[src/rtl/vga_sprite_engine_if.sv]
// vga_sprite_engine_if: sprite ROM bus and VGA DAC pins of the sprite engine.
//   rom_addr    texel address, row-major (ty*SPR_W+tx), driven by the engine
//   rom_data    texel returned by a synchronous ROM one clk after rom_addr
//   VGA_R/G/B   pixel colour, VGA_BITS per channel
//   VGA_HS/VS   active-low syncs
//   VGA_BLANK_N high inside the visible area
//   frame_start one-clk pulse on output pixel (0,0)
// master = engine side, slave = ROM/DAC side.
interface vga_sprite_engine_if #(
  parameter int unsigned VGA_BITS  = 4,
  parameter int unsigned ADDR_BITS = 9
) ();
  logic [ADDR_BITS-1:0] rom_addr;
  logic [7:0]           rom_data;
  logic [VGA_BITS-1:0]  VGA_R;
  logic [VGA_BITS-1:0]  VGA_G;
  logic [VGA_BITS-1:0]  VGA_B;
  logic                 VGA_HS;
  logic                 VGA_VS;
  logic                 VGA_BLANK_N;
  logic                 frame_start;

  modport master (
    output rom_addr, VGA_R, VGA_G, VGA_B, VGA_HS, VGA_VS, VGA_BLANK_N, frame_start,
    input  rom_data
  );

  modport slave (
    input  rom_addr, VGA_R, VGA_G, VGA_B, VGA_HS, VGA_VS, VGA_BLANK_N, frame_start,
    output rom_data
  );
endinterface

[src/rtl/vga_sprite_engine.sv]
// vga_sprite_engine: VGA timing generator that overlays a scaled sprite fetched
// from an external synchronous ROM, with per-frame colour/gray/invert/noise modes.
//   clk       pixel clock
//   reset     synchronous, active-high
//   mode      0 colour, 1 gray, 2 inverted, 3 noise background (latched per frame)
//   sprite_x  sprite left edge in pixels (latched per frame)
//   sprite_y  sprite top edge in lines (latched per frame)
//   bus       ROM address/data and VGA output pins (master side)
// All outputs lag the internal h/v position by three clocks.
module vga_sprite_engine #(
  parameter int unsigned VGA_BITS   = 4,
  parameter int unsigned H_ACTIVE   = 640,
  parameter int unsigned H_FP       = 16,
  parameter int unsigned H_SYNC     = 96,
  parameter int unsigned H_BP       = 48,
  parameter int unsigned V_ACTIVE   = 480,
  parameter int unsigned V_FP       = 10,
  parameter int unsigned V_SYNC     = 2,
  parameter int unsigned V_BP       = 33,
  parameter int unsigned SPR_W      = 16,
  parameter int unsigned SPR_H      = 32,
  parameter int unsigned SCALE_LOG2 = 2,
  parameter int unsigned ADDR_BITS  = 9
) (
  input  logic       clk,
  input  logic       reset,
  input  logic [1:0] mode,
  input  logic [9:0] sprite_x,
  input  logic [9:0] sprite_y,
  vga_sprite_engine_if.master bus
);

  localparam int unsigned H_TOTAL  = H_ACTIVE + H_FP + H_SYNC + H_BP;
  localparam int unsigned V_TOTAL  = V_ACTIVE + V_FP + V_SYNC + V_BP;
  localparam int unsigned HW       = $clog2(H_TOTAL);
  localparam int unsigned VW       = $clog2(V_TOTAL);
  localparam int unsigned HS_START = H_ACTIVE + H_FP;
  localparam int unsigned HS_END   = HS_START + H_SYNC;
  localparam int unsigned VS_START = V_ACTIVE + V_FP;
  localparam int unsigned VS_END   = VS_START + V_SYNC;
  // Offsets carry one extra bit so a negative difference shows up as a borrow.
  localparam int unsigned DW       = 11;
  localparam int unsigned SW_PIX   = SPR_W << SCALE_LOG2;
  localparam int unsigned SH_PIX   = SPR_H << SCALE_LOG2;
  localparam int unsigned TXW      = $clog2(SPR_W);
  localparam int unsigned TYW      = $clog2(SPR_H);
  localparam logic [15:0] LFSR_SEED = 16'hACE1;

  logic [HW-1:0]        h;
  logic [VW-1:0]        v;
  logic                 frame_origin_c;
  logic [9:0]           sx_q, sy_q, sx_c, sy_c;
  logic [1:0]           mode_q;
  logic [DW-1:0]        dx, dy;
  logic [TXW-1:0]       tx;
  logic [TYW-1:0]       ty;
  logic                 active_c, hit_c, hs_raw_c, vs_raw_c;
  logic [ADDR_BITS-1:0] addr_c;
  logic [15:0]          lfsr;
  logic                 hit1, hs1, vs1, act1, fs1;
  logic                 hit2, hs2, vs2, act2, fs2;
  logic [7:0]           r8, g8, b8, r_c, g_c, b_c;
  logic [9:0]           y10;
  logic                 spr_vis;
  logic                 unused_bits;

  // Raster counters.
  always_ff @(posedge clk) begin
    if (reset) begin
      h <= '0;
      v <= '0;
    end else if (h == HW'(H_TOTAL - 1)) begin
      h <= '0;
      v <= (v == VW'(V_TOTAL - 1)) ? '0 : v + VW'(1);
    end else begin
      h <= h + HW'(1);
    end
  end

  assign frame_origin_c = (h == '0) && (v == '0);

  // Per-frame shadow of the control inputs.
  always_ff @(posedge clk) begin
    if (reset) begin
      sx_q   <= '0;
      sy_q   <= '0;
      mode_q <= '0;
    end else if (frame_origin_c) begin
      sx_q   <= sprite_x;
      sy_q   <= sprite_y;
      mode_q <= mode;
    end
  end

  // Pixel (0,0) is tested against the values being latched on this very clock.
  assign sx_c = frame_origin_c ? sprite_x : sx_q;
  assign sy_c = frame_origin_c ? sprite_y : sy_q;

  // Hit test and texel address; the borrow bit marks pixels left of / above the sprite.
  assign active_c = (32'(h) < H_ACTIVE) && (32'(v) < V_ACTIVE);
  assign dx       = DW'(h) - DW'(sx_c);
  assign dy       = DW'(v) - DW'(sy_c);
  assign hit_c    = active_c
                 && !dx[DW-1] && (dx < DW'(SW_PIX))
                 && !dy[DW-1] && (dy < DW'(SH_PIX));
  assign tx       = dx[SCALE_LOG2 +: TXW];
  assign ty       = dy[SCALE_LOG2 +: TYW];
  assign addr_c   = ADDR_BITS'({ty, tx});
  assign hs_raw_c = !((32'(h) >= HS_START) && (32'(h) < HS_END));
  assign vs_raw_c = !((32'(v) >= VS_START) && (32'(v) < VS_END));

  // Free-running noise source, taps 16,14,13,11.
  always_ff @(posedge clk) begin
    if (reset) lfsr <= LFSR_SEED;
    else       lfsr <= {lfsr[14:0], lfsr[15] ^ lfsr[13] ^ lfsr[12] ^ lfsr[10]};
  end

  // Stage 1: ROM address, hit and raw syncs.
  always_ff @(posedge clk) begin
    if (reset) begin
      bus.rom_addr <= '0;
      hit1 <= 1'b0;
      hs1  <= 1'b1;
      vs1  <= 1'b1;
      act1 <= 1'b0;
      fs1  <= 1'b0;
    end else begin
      if (hit_c) bus.rom_addr <= addr_c;
      hit1 <= hit_c;
      hs1  <= hs_raw_c;
      vs1  <= vs_raw_c;
      act1 <= active_c;
      fs1  <= frame_origin_c;
    end
  end

  // Stage 2: ROM data arrives; delay the controls to match.
  always_ff @(posedge clk) begin
    if (reset) begin
      hit2 <= 1'b0;
      hs2  <= 1'b1;
      vs2  <= 1'b1;
      act2 <= 1'b0;
      fs2  <= 1'b0;
    end else begin
      hit2 <= hit1;
      hs2  <= hs1;
      vs2  <= vs1;
      act2 <= act1;
      fs2  <= fs1;
    end
  end

  // Stage 3 colour: expand texel, apply mode, pick background, blank.
  always_comb begin
    r8      = {4{bus.rom_data[5:4]}};
    g8      = {4{bus.rom_data[3:2]}};
    b8      = {4{bus.rom_data[1:0]}};
    y10     = 10'(r8) + 10'({g8, 1'b0}) + 10'(b8);
    spr_vis = hit2 && !bus.rom_data[7];
    r_c     = '0;
    g_c     = '0;
    b_c     = '0;
    if (spr_vis) begin
      case (mode_q)
        2'd1: begin
          r_c = y10[9:2];
          g_c = y10[9:2];
          b_c = y10[9:2];
        end
        2'd2: begin
          r_c = ~r8;
          g_c = ~g8;
          b_c = ~b8;
        end
        default: begin
          r_c = r8;
          g_c = g8;
          b_c = b8;
        end
      endcase
    end else if (mode_q == 2'd3) begin
      r_c = lfsr[15:8];
      g_c = lfsr[7:0];
      b_c = lfsr[15:8] ^ lfsr[7:0];
    end
    if (!act2) begin
      r_c = '0;
      g_c = '0;
      b_c = '0;
    end
  end

  assign unused_bits = ^{bus.rom_data[6], y10[1:0]};

  // Stage 3: registered pins.
  always_ff @(posedge clk) begin
    if (reset) begin
      bus.VGA_R       <= '0;
      bus.VGA_G       <= '0;
      bus.VGA_B       <= '0;
      bus.VGA_HS      <= 1'b1;
      bus.VGA_VS      <= 1'b1;
      bus.VGA_BLANK_N <= 1'b0;
      bus.frame_start <= 1'b0;
    end else begin
      bus.VGA_R       <= r_c[7 -: VGA_BITS];
      bus.VGA_G       <= g_c[7 -: VGA_BITS];
      bus.VGA_B       <= b_c[7 -: VGA_BITS];
      bus.VGA_HS      <= hs2;
      bus.VGA_VS      <= vs2;
      bus.VGA_BLANK_N <= act2;
      bus.frame_start <= fs2;
    end
  end

endmodule

[src/flat_wrapper.sv]
// flat-port wrapper written by rule: the top's interface ports become plain ports
module vga_sprite_engine_flat 
#(
  parameter int unsigned VGA_BITS   = 4,
  parameter int unsigned H_ACTIVE   = 640,
  parameter int unsigned H_FP       = 16,
  parameter int unsigned H_SYNC     = 96,
  parameter int unsigned H_BP       = 48,
  parameter int unsigned V_ACTIVE   = 480,
  parameter int unsigned V_FP       = 10,
  parameter int unsigned V_SYNC     = 2,
  parameter int unsigned V_BP       = 33,
  parameter int unsigned SPR_W      = 16,
  parameter int unsigned SPR_H      = 32,
  parameter int unsigned SCALE_LOG2 = 2,
  parameter int unsigned ADDR_BITS  = 9
)
  (clk, reset, mode, sprite_x, sprite_y, bus_rom_addr, bus_VGA_R, bus_VGA_G, bus_VGA_B, bus_VGA_HS, bus_VGA_VS, bus_VGA_BLANK_N, bus_frame_start, bus_rom_data);
  vga_sprite_engine_if #(.VGA_BITS(VGA_BITS), .ADDR_BITS(ADDR_BITS)) bus_i ();
  input  logic clk;
  input  logic reset;
  input  logic [1:0] mode;
  input  logic [9:0] sprite_x;
  input  logic [9:0] sprite_y;
  output wire logic [$bits(bus_i.rom_addr)-1:0] bus_rom_addr;
  output wire logic [$bits(bus_i.VGA_R)-1:0] bus_VGA_R;
  output wire logic [$bits(bus_i.VGA_G)-1:0] bus_VGA_G;
  output wire logic [$bits(bus_i.VGA_B)-1:0] bus_VGA_B;
  output wire logic [$bits(bus_i.VGA_HS)-1:0] bus_VGA_HS;
  output wire logic [$bits(bus_i.VGA_VS)-1:0] bus_VGA_VS;
  output wire logic [$bits(bus_i.VGA_BLANK_N)-1:0] bus_VGA_BLANK_N;
  output wire logic [$bits(bus_i.frame_start)-1:0] bus_frame_start;
  input wire logic [$bits(bus_i.rom_data)-1:0] bus_rom_data;
  assign bus_rom_addr = bus_i.rom_addr;
  assign bus_VGA_R = bus_i.VGA_R;
  assign bus_VGA_G = bus_i.VGA_G;
  assign bus_VGA_B = bus_i.VGA_B;
  assign bus_VGA_HS = bus_i.VGA_HS;
  assign bus_VGA_VS = bus_i.VGA_VS;
  assign bus_VGA_BLANK_N = bus_i.VGA_BLANK_N;
  assign bus_frame_start = bus_i.frame_start;
  assign bus_i.rom_data = bus_rom_data;
  vga_sprite_engine #(.VGA_BITS(VGA_BITS), .H_ACTIVE(H_ACTIVE), .H_FP(H_FP), .H_SYNC(H_SYNC), .H_BP(H_BP), .V_ACTIVE(V_ACTIVE), .V_FP(V_FP), .V_SYNC(V_SYNC), .V_BP(V_BP), .SPR_W(SPR_W), .SPR_H(SPR_H), .SCALE_LOG2(SCALE_LOG2), .ADDR_BITS(ADDR_BITS)) u_core (.clk(clk), .reset(reset), .mode(mode), .sprite_x(sprite_x), .sprite_y(sprite_y), .bus(bus_i));
endmodule
[config.mk]
export PLATFORM = sky130hd
export DESIGN_NAME = vga_sprite_engine_flat
export DESIGN_NICKNAME = d
export VERILOG_FILES = /design/src/rtl/vga_sprite_engine_if.sv /design/src/rtl/vga_sprite_engine.sv /design/src/flat_wrapper.sv
export SDC_FILE = /design/constraint.sdc
export NUM_CORES = 1
export LEC_CHECK = 0
export BUFFER_PORTS_ARGS = -buffer_cell sky130_fd_sc_hd__buf_2
export CAP_MARGIN = 40
export CORE_UTILIZATION = 31
export DETAILED_ROUTE_END_ITERATION = 10
export GPL_TIMING_DRIVEN = 0
export PLACE_DENSITY_LB_ADDON = 0.3
export REMOVE_ABC_BUFFERS = 1
export SLEW_MARGIN = 10
export SYNTH_ARGS = -nofsm -noshare
export SYNTH_HDL_FRONTEND = slang
export SYNTH_SLANG_ARGS = --single-unit
[constraint.sdc]
create_clock -name clk -period 6.1 [get_ports clk]
set_input_delay 0.61 -clock clk [delete_from_list [all_inputs] [get_ports clk]]
set_output_delay 0.61 -clock clk [all_outputs]
set_load 0.02 [all_outputs]
==> impl_metrics.yaml <==
placement:
  io_buffers: 55
  dp_hpwl_um: 7870
  dpl-instance-area_sq_um: 5080
  gp_congestion: 0.864
cells_and_area:
  multi_input_area_sq_um: 2630
  drive_gt1_frac: 0.175
  areaGrowthSynthToFinish_pct: 15.0
  seqCellArea_sq_um: 1860
  final_nets: 633
  post-route-util: 0.368
  postLayoutCellArea_sq_um: 5390
  fillCellCount: 1511
  diodes: 0
yosys:
  synth_warnings: 0
  yosysTopAreaCell: "dfxtp_1"
  ys.flop_type: "dfxtp_1"
  syn-cell-area_sq_um: 4680
  netlist_top_cells_count: "dfxtp_1 (93), nor2_1 (70), a21oi_1 (42)"
  ys_seq_area_frac: 0.398
  synth_seq_cells: 93
  avgSynthCellArea_sq_um: 8.92
  synth_top_area_share: 0.398
  synth-async-reset-ratio: 0
  netlist_instances: 525
  yosysMostFrequentCell: "dfxtp_1"
  synth_edf_count: 0
  synth_cell_types: 53
  yosys-top-cells-area: "dfxtp_1 (40%), ha_1 (7.5%), nor2_1 (5.6%), a21oi_1 (4.5%), mux2i_1 (4.5%)"
floorplanning:
  die_w_um: 125
  fp.dieH_um: 125
  initial_core_util: 0.320
  core.rowCount: 44
  design.die.area_sq_um: 15600
  io_pins: 57
  core_sq_um: 14600
global_routing:
  grt_max_degree: 50
  grt_overflow: 0
  grt_pass1_wl_um: 17800
  grt_pass1_vias: 3673
  antenna_found_initial: 0
  grt_usage: 0.143
sta:
  tightest_slew_ns: 0.914
  setup_viol_count_final: 0
  fin_setup_tns_ns: 0
  fin_crit_sh: 0.891
  fmax_mhz: 184
  period_minus_slack_ns: 5.43
  slew_violations: 0
  skew_ns: 0.00807
  grt_setup_unrepaired: "no"
  relSlewSlack: 0.389
  finalHoldViolCount: 0
clocking:
  ctsHoldBuffers: 0
  htreeDepth: 3
  post_cts_buffers: 0
  cts_inserted_buffers: 9
  clk_pin_slew_ns: 0.07
  cts_resized: 0
  cts_buffer_depth: 2
  cts_root_buffer: "clkbuf_16"
  cts_tree: "done"
  cts_sinks: 93
  clk_latency_ns: 0.35
route:
  drtAntennaViolNets: 0
  dr_wl_met2_um: 4940
  top_layer: "met4"
  drtIter0Drc: 215
  firstDrtPassIters: 8
  vias: 3755
  via_per_inst: 4.94
  drc: 12
  avgRoutedWirePerCell_um: 14.0
  wl_met1_um: 4980
  routed-wl-met3_um: 422
  routed_wl_um: 10600
hold_path:
  holdCritStartpoint: "u_core.vs1$_SDFF_PP1_"
  holdPathEnd: "u_core.vs2$_SDFF_PP1_"
  holdPathStages: 1
  hold_path.class: "register to register"
power:
  ir_drop_mv: 0.131
  p_leak_nw: 2.29
  power.density_nw_per_um2: 274
setup_path:
  arrival_ns: 5.68
  worst-r2r-cell-count: 15
  cp-start-kind: "register"
  rrSetupSlack_ns: 0.67
  r2r-end: "u_core.bus.rom_addr[1]$_SDFFE_PP0P_"
  critPathKind: "register to register"
  end_kind: "register"
  crit_fanout: 24
  required_ns: 6.35
  r2r_start: "u_core.h[0]$_SDFF_PP0_"
run_status:
  violations: "design-rule violations"
  status: "complete, but fails checks"
job:
  cap_violations: 0
-- stage by stage --
stage	total power [mW]	setup slack, ns	std cells	hold slack [ns]
global placement	0.905	-0.505	741	0.398
detailed placement	0.912	0.678	744	0.394
finish	1.48	0.665	760	0.410
CTS	1.50	0.643	760	0.411
global route	1.56	0.314	760	0.425
floorplan	0.845	0.685	502	0.389
-- flip-flops by register name (all words and copies together) (netlist names), 2 cells and up --
signal,flops
u_core.bus.VGA_B,4
u_core.bus.VGA_G,4
u_core.bus.VGA_R,4
u_core.bus.rom_addr,9
u_core.h,10
u_core.lfsr,16
u_core.mode_q,2
u_core.sx_q,10
u_core.sy_q,10
u_core.v,10
-- layout make-up --
type,instances,area share
well taps,184,0.0428
clock inverters,6,0.0128
multi-input cells,395,0.487
clock buffers,10,0.0444
repair buffers,58,0.0572
inverters,14,0.00976
flip-flops and latches,93,0.346
-- per-layer routing --
layer | track usage | up-vias
met4 | 0.0689 | 0
met2 | 0.235 | 62
met1 | 0.177 | 1738
li1 | - | 1933
met5 | 0 | -
met3 | 0.0335 | 22
-- cell families (layout without fill, tap and decap cells) --
family	Yosys count	after routing	synth area share
and+or+nand+nor	217	217	0.235
AOI/OAI and AO/OA	97	97	0.140
DFF	93	93	0.398
buffers and inverters	37	88	0.0435
adders and majority gates	30	30	0.0834
xor gates and xnor gates	30	30	0.0561
muxes	21	21	0.0449
-- worst max-delay path by stage --
| stage | from | to | cells after the start |
|---|---|---|---|
| after floorplan | u_core.h[0]$_SDFF_PP0_ | u_core.bus.rom_addr[0]$_SDFFE_PP0P_ | 15 |
| after global placement | u_core.h[0]$_SDFF_PP0_ | u_core.bus.rom_addr[0]$_SDFFE_PP0P_ | 16 |
| after detailed placement | u_core.h[0]$_SDFF_PP0_ | u_core.bus.rom_addr[1]$_SDFFE_PP0P_ | 15 |
| after CTS | u_core.h[0]$_SDFF_PP0_ | u_core.bus.rom_addr[1]$_SDFFE_PP0P_ | 15 |
| after global routing | u_core.h[0]$_SDFF_PP0_ | u_core.bus.rom_addr[1]$_SDFFE_PP0P_ | 16 |
| final | u_core.h[0]$_SDFF_PP0_ | u_core.bus.rom_addr[1]$_SDFFE_PP0P_ | 15 |
-- critical path, cell delays in order, from the launching register on --
cell and delay (ns):
dfxtp_1 0.33, inv_1 0.13, ha_1 0.19, nor4b_1 0.24, nand4_1 0.28, nor2_4 0.80
mux2i_1 0.38, ha_1 0.32, a21o_1 0.19, a211o_1 0.27, or3_1 0.36, o221ai_1 0.18
nand3_1 0.11, or4_4 0.63, or2_0 0.50, o41ai_2 0.41
-- layout by cell type, fill, tap and decap left out, types with 4 or more instances in the layout --
cell	synthesis	routed
ha_1	28	28
nor3_1	19	19
dfxtp_1	93	93
o21a_1	4	4
nand2_1	40	40
a21o_1	4	4
clkbuf_16	0	9
nor2_1	70	69
buf_2	2	56
nor2b_1	15	15
o21ai_0	12	12
and3_1	4	4
xnor2_1	10	10
inv_1	14	14
nor4_1	8	8
a21oi_1	42	42
mux2i_1	21	21
xor2_1	20	20
o41ai_2	4	4
nand4_1	9	9
nand2b_1	8	8
or2_2	11	11
or3_1	4	4
nand3_1	12	12
o211ai_1	8	8
-- report_power, final --
part | internal, mW | switching [mW] | leakage [nW] | total, mW
clock network | 0.332 | 0.245 | 0.149 | 0.577
logic | 0.105 | 0.151 | 1.38 | 0.255
registers | 0.633 | 0.0118 | 0.760 | 0.644
total | 1.07 | 0.408 | 2.29 | 1.48
Power figures use the tool's default switching activity.
